**config.mk**
```make
export PLATFORM = sky130hd
export DESIGN_NAME = store_queue
export DESIGN_NICKNAME = d
export VERILOG_FILES = /design/src/rtl/store_queue.sv
export SDC_FILE = /design/constraint.sdc
export NUM_CORES = 1
export LEC_CHECK = 0
export BUFFER_PORTS_ARGS = -buffer_cell sky130_fd_sc_hd__buf_4
export CAP_MARGIN = 20
export CORE_ASPECT_RATIO = 1.5
export CORE_MARGIN = 8
export CORE_UTILIZATION = 45
export CTS_CLUSTER_DIAMETER = 200
export CTS_CLUSTER_SIZE = 10
export DETAILED_ROUTE_END_ITERATION = 8
export PLACE_DENSITY = 0.73
export SLEW_MARGIN = 10
export SYNTH_ARGS = -nofsm -noshare
export SYNTH_HDL_FRONTEND = slang
export SYNTH_SLANG_ARGS = --single-unit
export TNS_END_PERCENT = 1
```
**constraint.sdc**
```tcl
create_clock -name clk -period 7.59 [get_ports clk]
set_clock_uncertainty 0.2 [all_clocks]
set_input_delay 1.1385 -clock clk [delete_from_list [all_inputs] [get_ports clk]]
set_output_delay 1.1385 -clock clk [all_outputs]
set_load 0.02 [all_outputs]
```
**src/rtl/store_queue.sv**
```systemverilog
// store_queue: a DEPTH-entry FIFO of pending stores.
// Stores go in at the tail and leave from the head toward memory in strict
// order. Loads can be checked combinationally against the pending entries at
// word granularity. Stores whose byte enables are all zero are accepted and
// then dropped.
module store_queue #(
   parameter int DEPTH = 4
) (
   input  logic        clk,
   input  logic        rst,

   // store request side
   input  logic        st_valid,
   output logic        st_ready,
   input  logic [31:0] st_addr,
   input  logic [31:0] st_data,
   input  logic [3:0]  st_we_data,
   input  logic [3:0]  st_we_inst,

   // memory side (head of queue)
   output logic        mem_valid,
   input  logic        mem_ready,
   output logic [31:0] mem_addr,
   output logic [31:0] mem_data,
   output logic [3:0]  mem_we_data,
   output logic [3:0]  mem_we_inst,

   // load hazard check
   input  logic        ld_check_valid,
   input  logic [31:0] ld_addr,
   output logic        ld_hazard,

   output logic [4:0]  count
);

   localparam int         PTR_W    = (DEPTH > 1) ? $clog2(DEPTH) : 1;
   localparam logic [4:0] FULL_CNT = 5'(DEPTH);

   // ------------------------------------------------------------------
   // State
   // ------------------------------------------------------------------
   logic [PTR_W-1:0] head_q, head_d;
   logic [PTR_W-1:0] tail_q, tail_d;
   logic [4:0]       count_q, count_d;
   logic [DEPTH-1:0] valid_q, valid_d;

   // Entry payload: word address, lane-formatted data, both enable masks.
   logic [29:0] addr_q    [DEPTH];
   logic [31:0] data_q    [DEPTH];
   logic [3:0]  we_data_q [DEPTH];
   logic [3:0]  we_inst_q [DEPTH];

   // ------------------------------------------------------------------
   // Handshakes
   // ------------------------------------------------------------------
   logic             accept;       // store handshake completes this edge
   logic             enq;          // accepted store carries at least one enable
   logic             deq;          // head entry leaves this edge
   logic [DEPTH-1:0] head_onehot;
   logic [DEPTH-1:0] live_mask;    // entries that still count for hazards

   // Full queue never accepts, even when the head drains this cycle.
   assign st_ready  = (count_q != FULL_CNT);
   assign accept    = st_valid & st_ready;
   assign enq       = accept & ((st_we_data | st_we_inst) != 4'b0000);

   assign mem_valid = (count_q != 5'd0);
   assign deq       = mem_valid & mem_ready;

   assign count     = count_q;

   // Entry leaving this cycle is no longer a hazard for the load.
   assign head_onehot = DEPTH'(1) << head_q;
   assign live_mask   = deq ? (valid_q & ~head_onehot) : valid_q;

   // Byte-offset bits of both addresses play no part at word granularity.
   logic unused_addr_lsbs;
   assign unused_addr_lsbs = ^{st_addr[1:0], ld_addr[1:0]};

   // ------------------------------------------------------------------
   // Next-state for pointers, occupancy and valid bits
   // ------------------------------------------------------------------
   // Compute pointer, count and valid-bit updates from enq/deq.
   always_comb begin
      // NOTE: every output of a combinational block gets a default before any
      // branch; a path that leaves one unassigned infers a latch.
      head_d  = head_q;
      tail_d  = tail_q;
      count_d = count_q;
      valid_d = valid_q;

      // Enqueue and dequeue never touch the same slot: a full queue cannot
      // enqueue, and otherwise the tail is never the head of a live entry.
      if (enq) begin
         valid_d[tail_q] = 1'b1;
         tail_d          = tail_q + PTR_W'(1);
      end

      if (deq) begin
         valid_d[head_q] = 1'b0;
         head_d          = head_q + PTR_W'(1);
      end

      unique case ({enq, deq})
         2'b10:   count_d = count_q + 5'd1;
         2'b01:   count_d = count_q - 5'd1;
         default: count_d = count_q;
      endcase
   end

   // Control registers; reset drops every pending entry at once.
   always_ff @(posedge clk or posedge rst) begin
      // NOTE: sequential state uses non-blocking assignments so every register
      // samples the pre-edge values regardless of statement order.
      if (rst) begin
         head_q  <= '0;
         tail_q  <= '0;
         count_q <= '0;
         valid_q <= '0;
      end else begin
         head_q  <= head_d;
         tail_q  <= tail_d;
         count_q <= count_d;
         valid_q <= valid_d;
      end
   end

   // Payload write at the tail slot on enqueue.
   always_ff @(posedge clk) begin
      // NOTE: the payload array has no reset; valid bits and count alone
      // decide whether a slot means anything, so stale contents are harmless.
      if (enq) begin
         addr_q[tail_q]    <= st_addr[31:2];
         data_q[tail_q]    <= st_data;
         we_data_q[tail_q] <= st_we_data;
         we_inst_q[tail_q] <= st_we_inst;
      end
   end

   // ------------------------------------------------------------------
   // Memory-side outputs
   // ------------------------------------------------------------------
   // Present the head entry; everything reads zero when the queue is empty.
   always_comb begin
      mem_addr    = 32'h0;
      mem_data    = 32'h0;
      mem_we_data = 4'b0000;
      mem_we_inst = 4'b0000;
      if (mem_valid) begin
         mem_addr    = {addr_q[head_q], 2'b00};
         mem_data    = data_q[head_q];
         mem_we_data = we_data_q[head_q];
         mem_we_inst = we_inst_q[head_q];
      end
   end

   // ------------------------------------------------------------------
   // Load hazard check
   // ------------------------------------------------------------------
   // Flag a load whose word matches any live pending store.
   always_comb begin
      ld_hazard = 1'b0;
      if (ld_check_valid) begin
         for (int i = 0; i < DEPTH; i++) begin
            if (live_mask[i] && (addr_q[i] == ld_addr[31:2])) begin
               ld_hazard = 1'b1;
            end
         end
      end
   end

endmodule

```
**Yosys cells after proc, flatten, opt, wreduce, memory -nomap -nowiden**

Memories as Yosys holds them, arrays and structs flattened.
Cells that the tools add are included.

- Input port bits: 109
- Register bits: 13
- RAM bits: 280
- Memories: 4

- Mux-type cells: 19
- $add $sub $neg: 4
- Reduce and logical (&&, ||, !) cells: 9
- Bitwise operators: 9
- Shift-type cells: 1
- Order comparisons: 4
- Equality and inequality tests: 7

Memory list:

| memory | depth | width | read ports | clocked after memory_dff | wr ports | line | RTL |
|---|---|---|---|---|---|---|---|
| data_q | 4 | 32 | 1 | 0 | 1 | 49 | `logic [31:0] data_q [DEPTH];` |
| addr_q | 4 | 30 | 5 | 0 | 1 | 48 | `logic [29:0] addr_q [DEPTH];` |
| we_data_q | 4 | 4 | 1 | 0 | 1 | 50 | `logic [3:0] we_data_q [DEPTH];` |
| we_inst_q | 4 | 4 | 1 | 0 | 1 | 51 | `logic [3:0] we_inst_q [DEPTH];` |

Operators by type and width:

| cell | number |
|---|---|
| equality test 30 bit | 4 |
| 2-to-1 mux 32 bit | 2 |
| 2-to-1 mux 4 bit | 5 |
| one-hot mux 5 bit (2 select lines) | 1 |
| 2-to-1 mux 1 bit | 9 |
| AND 4 bit | 2 |
| inverter 4 bit | 2 |
| OR 4 bit | 2 |
| logical AND 1 bit | 6 |
| < comparator 2 x 3 -> 1 bit (second input constant) | 2 |
| adder 5 x 1 -> 5 bit (second input constant) | 1 |
| inequality test 5 x 3 -> 1 bit (second input constant) | 1 |
| nonzero test 5 bit | 1 |
| subtractor 5 x 1 -> 5 bit (second input constant) | 1 |
| adder 2 x 1 -> 2 bit (second input constant) | 2 |
| demux 1 bit (select 2 bit) | 2 |
| >= comparator 2 x 1 -> 1 bit (second input constant) | 2 |
| nonzero test 4 bit | 1 |
| left shift 1 x 2 -> 4 bit (first input constant) | 1 |
| AND 1 bit | 3 |
| equality test 2 x 1 -> 1 bit (second input constant) | 1 |
| equality test 2 bit (second input constant) | 1 |
| nonzero test 2 bit | 1 |

**Logic depth before layout (Yosys ltp)**

- Word-level depth: 10
- Gate-level depth with buffers: 15
- Gate-level depth less buffers: 12

**Worst setup path after synthesis**

No wires, ideal clock.

- Path kind: input -> register
- Start point: in st_we_data[0]
- End point: mem addr_q[0][0] (enable)
- Buffers on the path: 1
- Path slack: 3.768 ns
- Cell stages on the path: 5
- Arrival: 3.186 ns
- Cells stage by stage: nor4_1 -> nand2_1 -> and3_1 -> buf_2 -> and2_1

- Word-level cells in the longest chain between the ends: 5

Ends and longest elaborated chain:

| item | line | RTL |
|---|---|---|
| start: declaration | 17 | `input logic [3:0] st_we_data,` |
| OR 4 bit | 65 | `assign enq = accept & ((st_we_data \| st_we_inst) != 4'b0000);` |
| nonzero test 4 bit | 65 |  |
| AND 1 bit | 65 |  |
| 2-to-1 mux 1 bit | 132 | `if (enq) begin` |
| 2-to-1 mux 1 bit (implied by the code) | 133 | `addr_q[tail_q] <= st_addr[31:2];` |
| end: declaration | 48 |  |

No other way between the ends.

**Worst setup path after layout**

- Start point: reg head_q[0]
- End point: out mem_data[30]

- Word-level cells in the longest chain between the ends: 2

Ends and longest elaborated chain:

| item | line | RTL |
|---|---|---|
| start: declaration | 42 | `logic [PTR_W-1:0] head_q, head_d;` |
| start signal: assignment | 116 | `head_q <= '0;` |
| start signal: assignment | 121 | `head_q <= head_d;` |
| memory (4 x 32 bit) | -- |  |
| 2-to-1 mux 32 bit | 149 | `if (mem_valid) begin` |
| end: declaration | 24 | `output logic [31:0] mem_data,` |

No other way between the ends.

==> results.md <==
- CP endpoint kind: primary output
- GRT overflow: 0
- Iteration-0 DRC count of the detailed router: 396
- DR pass1 iterations: 6
- Period minus WS final: ~4.5 ns
- CTS Buf Count: 35
- Layout area overhead: 19.80%
- Core Box Area: roughly 28000 µm²
- Post-synth EDFFs: 280
- Post-synth top cells: edfxtp_1, xnor2_1, and2_1
- Count leader, synth: edfxtp_1
- Slew margin rel.: 45.58%
- Synth area leaders: edfxtp_1, mux4_2, xnor2_1
- Layout cells sized above 1: 33.44%
- Mapped Cells: 729
- Register area: 8741 µm²
- CTS Root Cell: clkbuf_16
- I/O pins: 189
- Seq/Total Area, Yosys: between 60% and 70%
- Post-synth cell types: 32
- H-tree depth: 2
- Critical path class: reg -> out
- Final Wtd Congestion: between 0.8 and 0.9
- P_leak: around 5.2 nW
- WL/cell: about 24 µm
- Peak supply drop: 0.0002549 V
- Pwr Density: 392.9 nW/µm²
- Largest area contributor in the netlist: edfxtp_1
- Fillers: 2256
- Fin cells: 1261
- Final HPWL DP: 20.86 mm
- Worst hold path stage count: 1
- Worst-path clk slew: 0.06 ns
- Area occupied by multi-input gates: about 3800 µm²
- Die height: 222.9 µm
- WP data arrival: around 3.2 ns
- TritonCTS Sinks: 293
- # DRC: 0
- Final setup TNS: 0 ns
- First-pass GRT wire length: approximately 46 mm
- GR Util All Layers: 17.85%
- Run status: complete, no violations
- Seq cells post-synth: 293
- CTS resizes: 0
- Critical path fanouts, max: 38
- Final nets: 1017
- CTS Hold Bufs: 0
- # placed instances: around 1200
- Horiz. Die Dim: 153.9 µm
- CTS Buffer Depth: 3
- Worst EP required: 6.25 ns
- Final worst slack: 3.071 ns
- Mapped cell area: approximately 13000 µm²
- Final hold viol count: 0
- Rows: 76
- Share of the synthesized area in the top cell type: 65.48%
- Post-route ant nets: 0
- Yosys Warn Count: 0
- WL final: 30.50 mm
- Post-synth ARST share: 4.437%
- Max-Cap Viols: 0
- Slew Limit Fails: 0
- Final setup vio count: 0
- Final worst path period share: 59.54%
- Worst-Margin Slew: 0.8163 ns
- Reg2Reg Depth: 13
- Place WS: approximately 3.4 ns
- Clock Latency Late Sink: 0.49 ns
- Die area: between 30000 and 40000 µm²
- CP Launch Type: flop
- Vias: 6843
- Number of setup buffers added after CTS: 0
- Vias per std cell: 5.427
- Largest net degree at the start of global routing: 46
- RSZ-0062 raised after global routing: false
- Vias in the first global route: around 7600
- Worst min path class: reg -> reg
- CTS tree: yes
- Main synth FF type: edfxtp_1
- Initial antenna violation count: 3
- Syn Area/Cell: 17.61 µm²
- Input/output buffers: ~180
- Initial Utilization: 45.16%
- Fmax: 0.2213 GHz
[state kept, by name, summed over array words and instances (netlist names)]
name	cells
addr_q	120
count	5
data_q	128
head_q	2
tail_q	2
valid_q	4
we_data_q	16
we_inst_q	16
[cells in the final DEF (no fill, tap or decap), types with 2 or more instances in the layout]
| cell | instances |
|---|---|
| a21oi_1 | 4 |
| and2_1 | 70 |
| and2_4 | 4 |
| buf_4 | 189 |
| clkbuf_1 | 12 |
| clkbuf_16 | 35 |
| conb_1 | 2 |
| dfrtp_1 | 11 |
| dfrtp_4 | 2 |
| edfxtp_1 | 280 |
| ha_1 | 11 |
| inv_1 | 9 |
| inv_6 | 2 |
| mux4_2 | 70 |
| nand2_1 | 6 |
| nand3_1 | 14 |
| nand4_1 | 28 |
| nor2_1 | 3 |
| nor4_1 | 10 |
| o21a_1 | 4 |
| o21ai_0 | 4 |
| xnor2_1 | 124 |
| xor2_1 | 4 |
[critical path, cell delays in order, from the launching register on]
cell	delay (ns)
dfrtp_4	0.95
buf_4	0.74
mux4_2	0.59
and2_1	0.21
buf_4	0.17
[final timing paths]
path                       slack (ns)                  start               endpoint
setup / recovery                 3.07  head_q[0]$_DFFE_PP0N_           mem_data[30]
hold / removal                   0.30   valid_q[3]$_DFF_PP0_   valid_q[3]$_DFF_PP0_
setup reg to reg                 3.92   count[1]$_DFFE_PP0P_   count[4]$_DFFE_PP0P_
hold reg to reg                  0.30   valid_q[3]$_DFF_PP0_   valid_q[3]$_DFF_PP0_
max in group asynchronous        6.24                    rst  head_q[0]$_DFFE_PP0N_
min in group asynchronous        0.51                    rst   valid_q[2]$_DFF_PP0_
[where the power goes]
| part | switching, mW | internal [mW] |
|---|---|---|
| Sequential | 0.226 | 2.15 |
| Combinational | 1.18 | 1.07 |
| Clock | 0.585 | 0.838 |
[layout make-up]
| cell class | instances | share of cell area (%) |
|---|---|---|
| antenna | 1 | 0.01627 |
| clock buffer | 47 | 5.986 |
| clock inverter | 2 | 0.1139 |
| inverter | 9 | 0.2196 |
| multi-input combinational | 369 | 24.77 |
| sequential | 293 | 56.82 |
| tap | 351 | 2.855 |
| timing repair buffer | 189 | 9.223 |
[layer usage]
metal,vias up,wire length [µm],track usage [%]
met5,-,23,0
met4,4,1072,8.024
met3,48,1991,4.339
met2,248,16570,32.57
met1,3453,10850,19.17
li1,3090,-,-
[metrics by stage]
| step | total power [mW] | hold slack, ns | utilization [%] | instance area (µm²) |
|---|---|---|---|---|
| CTS | 6.142 | 0.2983 | 54.10 | 15380 |
| finish | 6.045 | 0.2975 | 54.11 | 15380 |
| detailed placement | 4.706 | 0.2865 | 50.80 | 14440 |
| floorplan | 3.818 | 0.2638 | - | 12840 |
| global route | 6.332 | 0.3243 | 54.11 | 15380 |
| global placement | 4.680 | 0.2740 | 50.80 | 14440 |
[cells by family after synthesis]
kind of cell    synth area share, %
buf+inv                       2.446
xor+xnor                      8.730
simple gates                  6.509
other cells                 0.02920
fa+ha+maj                     1.072
flops                         68.01
mux                           12.36
compound gates               0.8381
Note: power is estimated with default switching activity, not from simulation.
